`src/rtl/gfx_pixel_serializer.sv`:
```
// gfx_pixel_serializer: holding register -> shifter -> palette -> registered video pixel stream
module gfx_pixel_serializer #(
  parameter int FETCH_W = 16,
  parameter int COLOR_W = 4
) (
  input  logic               clk,
  input  logic               reset_n,
  input  logic [1:0]         cfg_bpp,
  input  logic [1:0]         cfg_rep,
  input  logic [FETCH_W-1:0] fetch_data,
  input  logic               fetch_valid,
  output logic               fetch_ready,
  input  logic               display_enable,
  input  logic [COLOR_W-1:0] border_color,
  input  logic               pal_we,
  input  logic [3:0]         pal_addr,
  input  logic [COLOR_W-1:0] pal_data,
  output logic               underrun,
  input  logic               underrun_clr,
  output logic [COLOR_W-1:0] video
);
  localparam int CW = $clog2(FETCH_W + 1);
  logic [FETCH_W-1:0] hold_q, hold_d, shift_q, shift_d;
  logic               hold_full_q, hold_full_d;
  logic [CW-1:0]      pcnt_q, pcnt_d;
  logic [1:0]         rcnt_q, rcnt_d, bpp_q, bpp_d, rep_q, rep_d;
  logic               underrun_q, underrun_d;
  logic [COLOR_W-1:0] video_q, video_d;
  logic [COLOR_W-1:0] pal_q [16];
  logic [COLOR_W-1:0] pal_d [16];
  logic [1:0]         bsel, rsel, rinit, rmax;
  logic [3:0]         idx;
  logic               fill, load, active, last_rep;
  assign fetch_ready = reset_n & ~hold_full_q;
  assign underrun    = underrun_q;
  assign video       = video_q;
  always_comb begin
    bsel        = (cfg_bpp == 2'd3) ? 2'd2 : cfg_bpp;
    rsel        = (cfg_rep == 2'd3) ? 2'd2 : cfg_rep;
    rinit       = (rsel == 2'd0) ? 2'd0 : (rsel == 2'd1) ? 2'd1 : 2'd3;
    rmax        = (rep_q == 2'd0) ? 2'd0 : (rep_q == 2'd1) ? 2'd1 : 2'd3;
    fill        = fetch_valid & fetch_ready;
    active      = display_enable & (pcnt_q != '0);
    last_rep    = rcnt_q == 2'd0;
    // Reloading on the final repeat of the final pixel keeps back-to-back words gapless
    load        = display_enable & hold_full_q & ((pcnt_q == '0) | ((pcnt_q == CW'(1)) & last_rep));
    idx         = !active ? 4'd0 :
                  (bpp_q == 2'd0) ? {3'b000, shift_q[FETCH_W-1]} :
                  (bpp_q == 2'd1) ? {2'b00, shift_q[FETCH_W-1 -: 2]} : shift_q[FETCH_W-1 -: 4];
    hold_full_d = fill | (hold_full_q & ~load);
    hold_d      = fill ? fetch_data : hold_q;
    shift_d     = load ? hold_q : (active & last_rep) ? shift_q << (4'd1 << bpp_q) : shift_q;
    pcnt_d      = !display_enable ? '0 : load ? CW'(FETCH_W >> bsel) :
                  (active & last_rep) ? pcnt_q - CW'(1) : pcnt_q;
    rcnt_d      = load ? rinit : active ? (last_rep ? rmax : rcnt_q - 2'd1) : rcnt_q;
    bpp_d       = load ? bsel : bpp_q;
    rep_d       = load ? rsel : rep_q;
    underrun_d  = (underrun_q & ~underrun_clr) | (display_enable & (pcnt_q == '0) & ~hold_full_q);
    video_d     = display_enable ? pal_q[idx] : border_color;
    pal_d       = pal_q;
    if (pal_we) pal_d[pal_addr] = pal_data;
  end
  always_ff @(posedge clk) begin
    if (!reset_n) begin
      hold_q      <= '0;
      hold_full_q <= 1'b0;
      shift_q     <= '0;
      pcnt_q      <= '0;
      rcnt_q      <= 2'd0;
      bpp_q       <= 2'd0;
      rep_q       <= 2'd0;
      underrun_q  <= 1'b0;
      video_q     <= '0;
      for (int i = 0; i < 16; i++) pal_q[i] <= COLOR_W'(i);
    end else begin
      hold_q      <= hold_d;
      hold_full_q <= hold_full_d;
      shift_q     <= shift_d;
      pcnt_q      <= pcnt_d;
      rcnt_q      <= rcnt_d;
      bpp_q       <= bpp_d;
      rep_q       <= rep_d;
      underrun_q  <= underrun_d;
      video_q     <= video_d;
      pal_q       <= pal_d;
    end
  end
endmodule

```
`config.mk`:
```
export PLATFORM = sky130hd
export DESIGN_NAME = gfx_pixel_serializer
export DESIGN_NICKNAME = d
export VERILOG_FILES = /design/src/rtl/gfx_pixel_serializer.sv
export SDC_FILE = /design/constraint.sdc
export NUM_CORES = 1
export LEC_CHECK = 0
export ABC_AREA = 1
export CORE_ASPECT_RATIO = 2
export CORE_MARGIN = 4
export CORE_UTILIZATION = 50
export DETAILED_ROUTE_END_ITERATION = 6
export PLACE_DENSITY = 0.7
export SLEW_MARGIN = 10
export SYNTH_ARGS = -nofsm -noshare
export SYNTH_HDL_FRONTEND = slang
export SYNTH_SLANG_ARGS = --single-unit
```
`constraint.sdc`:
```
create_clock -name clk -period 4.4 [get_ports clk]
set_input_delay 0.66 -clock clk [delete_from_list [all_inputs] [get_ports clk]]
set_output_delay 0.66 -clock clk [all_outputs]
set_load 0.01 [all_outputs]
```
==> qor.csv <==
metric;value;unit
status;finished clean;
initial antenna violation count;0;
Final min period;2838;ps
FF/Latch Area;2262;um2
critical path endpoint category;flip-flop;
area occupied by multi-input gates;3023;um2
n_diodes;0;
Post-Route Utilization;0.5916;
Synth cell types;42;
Routed WL;17780;um
GP Congestion;0.8996;
RSZ-0062 raised after global routing;no;
CP delay by family, top;simple AND/OR/NAND/NOR gates;
TritonCTS clock tree;built;
dpl ws;1400;ps
hold buffers post-CTS;0;
VDD IR max;0.4155;mV
required time of the critical path;4760;ps
vias per cell;5.611;
drt pass-1 iters;5;
Slew headroom;0.3730;
clock-pin slew on the worst setup and hold paths;50;ps
CP most frequent cell;nand3_1;
Site Rows;56;
CTS Buf Count;17;
min setup slack post-route;1562;ps
# fillers;1109;
Leak;2.998;nW
die width;85.14;um
largest net degree at the start of global routing;88;
# setup viols final;0;
Max Cap Violations;0;
CP Max Fanout;35;
Net Count, Synth;912;
Skew-Pair Late Insertion Delay;410;ps
Post-layout nets;933;
Synth Area per Inst;6.864;um2
Routed wire per std cell;16.99;um
die footprint;13820;um2
Global Route Usage Sum;0.2640;
Iter 0 DRT Violations;291;
post-CTS sizing;0;
synthesized area;5951;um2
Antenna Nets Post-Route;0;
I/O pins;44;
fin crit share;0.6451;
area grow syn2layout;16.34;%
CP peak stage delay;610;ps
GRT Residual Overflow;0;
total power;0.003139;W
routed vias;5869;
Crit. Startpoint;bpp_q[1];
hold_sp;pal_q[62];
Post-CTS Setup Bufs;0;
synthesized flop and latch total;113;
Clock Tree Root;clkbuf_16;
Setup TNS;0;ps
share of layout cells above drive strength 1;0.07214;
CP startpoint kind;flip-flop;
Critical Path, Cell by Cell;inv_1 -> ha_1 -> inv_4 -> nand2_1 -> nand3_2 -> nand2_4 -> nand2_8 -> nand2_1 -> nand3_1 -> nand3_1 -> nand3_1 -> nand3_1 -> nand2_1 -> inv_1;
vias in the first global route;5702;
clock skew;10.34;ps
first-pass GRT wire length;28070;um
critical path buffer and inverter count;3;
f_max;352.3;MHz
Max Root-Sink Buffers;2;
Max stage delay cell, worst path;ha_1;
Die Y-Extent;162.3;um
Placed Area;6317;um2
Synth warnings;0;
P per Cell Area;453.4;nW/um2
Post-DP HPWL;13110;um
clock sinks;113;
final hold violation count;0;
Core Footprint;11700;um2
WP data arrival;3200;ps
CTS H-tree depth;4;
# port buffers;43;
CP Class;reg2reg;
Gate Count Post-Synth;867;
DRC;0;
R2R Path Start;bpp_q[1];
Initial Util;0.5086;
hold crit path type;reg2reg;
finished layout cell area;6923;um2
Slew Limit Fails;0;
sequential area share after synthesis;0.3802;
actual slew at the worst max-slew pin;933.3;ps
layer usage:
layer | part of all wire | global-route usage | up-vias
met2 | 0.55 | 0.5007 | 203
met5 | 0 | 0 | -
met4 | 0.073 | 0.1916 | 0
met3 | 0.038 | 0.04619 | 73
li1 | - | - | 2904
met1 | 0.34 | 0.2420 | 2689
path summary, 6_finish.rpt:
check             cells after the start  slack, ps   endpoint
setup / recovery                     14       1560   video[1]
setup reg to reg                     14       1560   video[1]
hold reg to reg                       2        450  pal_q[62]
hold / removal                        2        450  pal_q[62]
registers in the layout, indices dropped and copies added (netlist names):
| signal | count |
|---|---|
| hold_q | 16 |
| shift_q | 16 |
| bpp_q | 2 |
| rep_q | 2 |
| pcnt_q | 5 |
| video | 4 |
| rcnt_q | 2 |
| hold_full_q | 1 |
| pal_q | 64 |
| underrun | 1 |
worst register-to-register path: stages (launching register included):
cell	delay [ps]
dfxtp_1	400
inv_1	190
ha_1	610
inv_4	210
nand2_1	140
nand3_2	110
nand2_4	260
nand2_8	200
nand2_1	120
nand3_1	120
nand3_1	130
nand3_1	80
nand3_1	90
nand2_1	80
inv_1	50
kinds of logic (layout without fill, tap and decap cells):
logic type	Yosys count	after routing	synth area share
and+or+nand+nor	406	406	0.3078
xor gates and xnor gates	2	2	0.002944
buffers and inverters	150	184	0.1119
DFF	113	113	0.3802
adders and majority gates	7	7	0.01472
AOI/OAI and AO/OA	189	189	0.1825
placed cells by master (no fill, tap or decap), drive strengths merged, types with 3 or more instances in the layout:
| cell type | netlist | layout |
|---|---|---|
| clkdlybuf4s50 | 0 | 42 |
| o21ai | 100 | 100 |
| inv | 104 | 104 |
| dfxtp | 113 | 113 |
| clkbuf | 16 | 19 |
| bufinv | 0 | 3 |
| nor3 | 9 | 9 |
| nor2 | 72 | 72 |
| nand3b | 14 | 14 |
| ha | 7 | 7 |
| clkinvlp | 0 | 3 |
| nand2 | 202 | 202 |
| a21oi | 41 | 41 |
| or2 | 3 | 3 |
| a211oi | 4 | 4 |
| clkinv | 2 | 9 |
| o211ai | 29 | 29 |
| a31oi | 7 | 7 |
| buf | 28 | 4 |
| nand3 | 102 | 102 |
synth_stat cells, drive strengths merged:
| cell type | n | area (um2) |
|---|---|---|
| nand3b | 14 | 105.1 |
| nand2 | 202 | 817.0 |
| or2 | 3 | 18.77 |
| xor2 | 2 | 17.52 |
| o21ai | 100 | 515.5 |
| o211ai | 29 | 217.7 |
| o31ai | 2 | 15.01 |
| a211oi | 4 | 30.03 |
| nand4 | 2 | 12.51 |
| clkinv | 2 | 7.510 |
| a2111oi | 1 | 15.01 |
| nor3 | 9 | 56.31 |
| buf | 28 | 202.7 |
| a41oi | 1 | 8.760 |
| a31oi | 7 | 43.79 |
| o22ai | 2 | 12.51 |
| dfxtp | 113 | 2262 |
| inv | 104 | 395.4 |
| nand3 | 102 | 520.5 |
| ha | 7 | 87.58 |
| and2 | 2 | 12.51 |
| o21a | 2 | 15.01 |
| nor2 | 72 | 289.0 |
| clkbuf | 16 | 60.06 |
| a21oi | 41 | 212.7 |
final cells by class:
class / count / area share
clock buffers: 19 / 0.06398
clock inverters: 13 / 0.02350
inverters: 106 / 0.05820
multi-input cells: 604 / 0.4367
flip-flops and latches: 113 / 0.3268
well taps: 145 / 0.02621
repair buffers: 46 / 0.06470
where the power goes:
part	switching [W]	internal (W)	leakage, nW
Clock	0.000503	0.000904	0.289
Sequential	0.0000489	0.00110	0.921
Combinational	0.000394	0.000194	1.79
Total	0.000946	0.00219	3.00
per-stage QoR:
step	hold slack (ps)	instances
global route	485.0	1046
finish	451.7	1046
CTS	455.5	1046
global placement	446.5	1014
detailed placement	447.9	1014
floorplan	420.0	867
(Power assumes the default switching activity.)
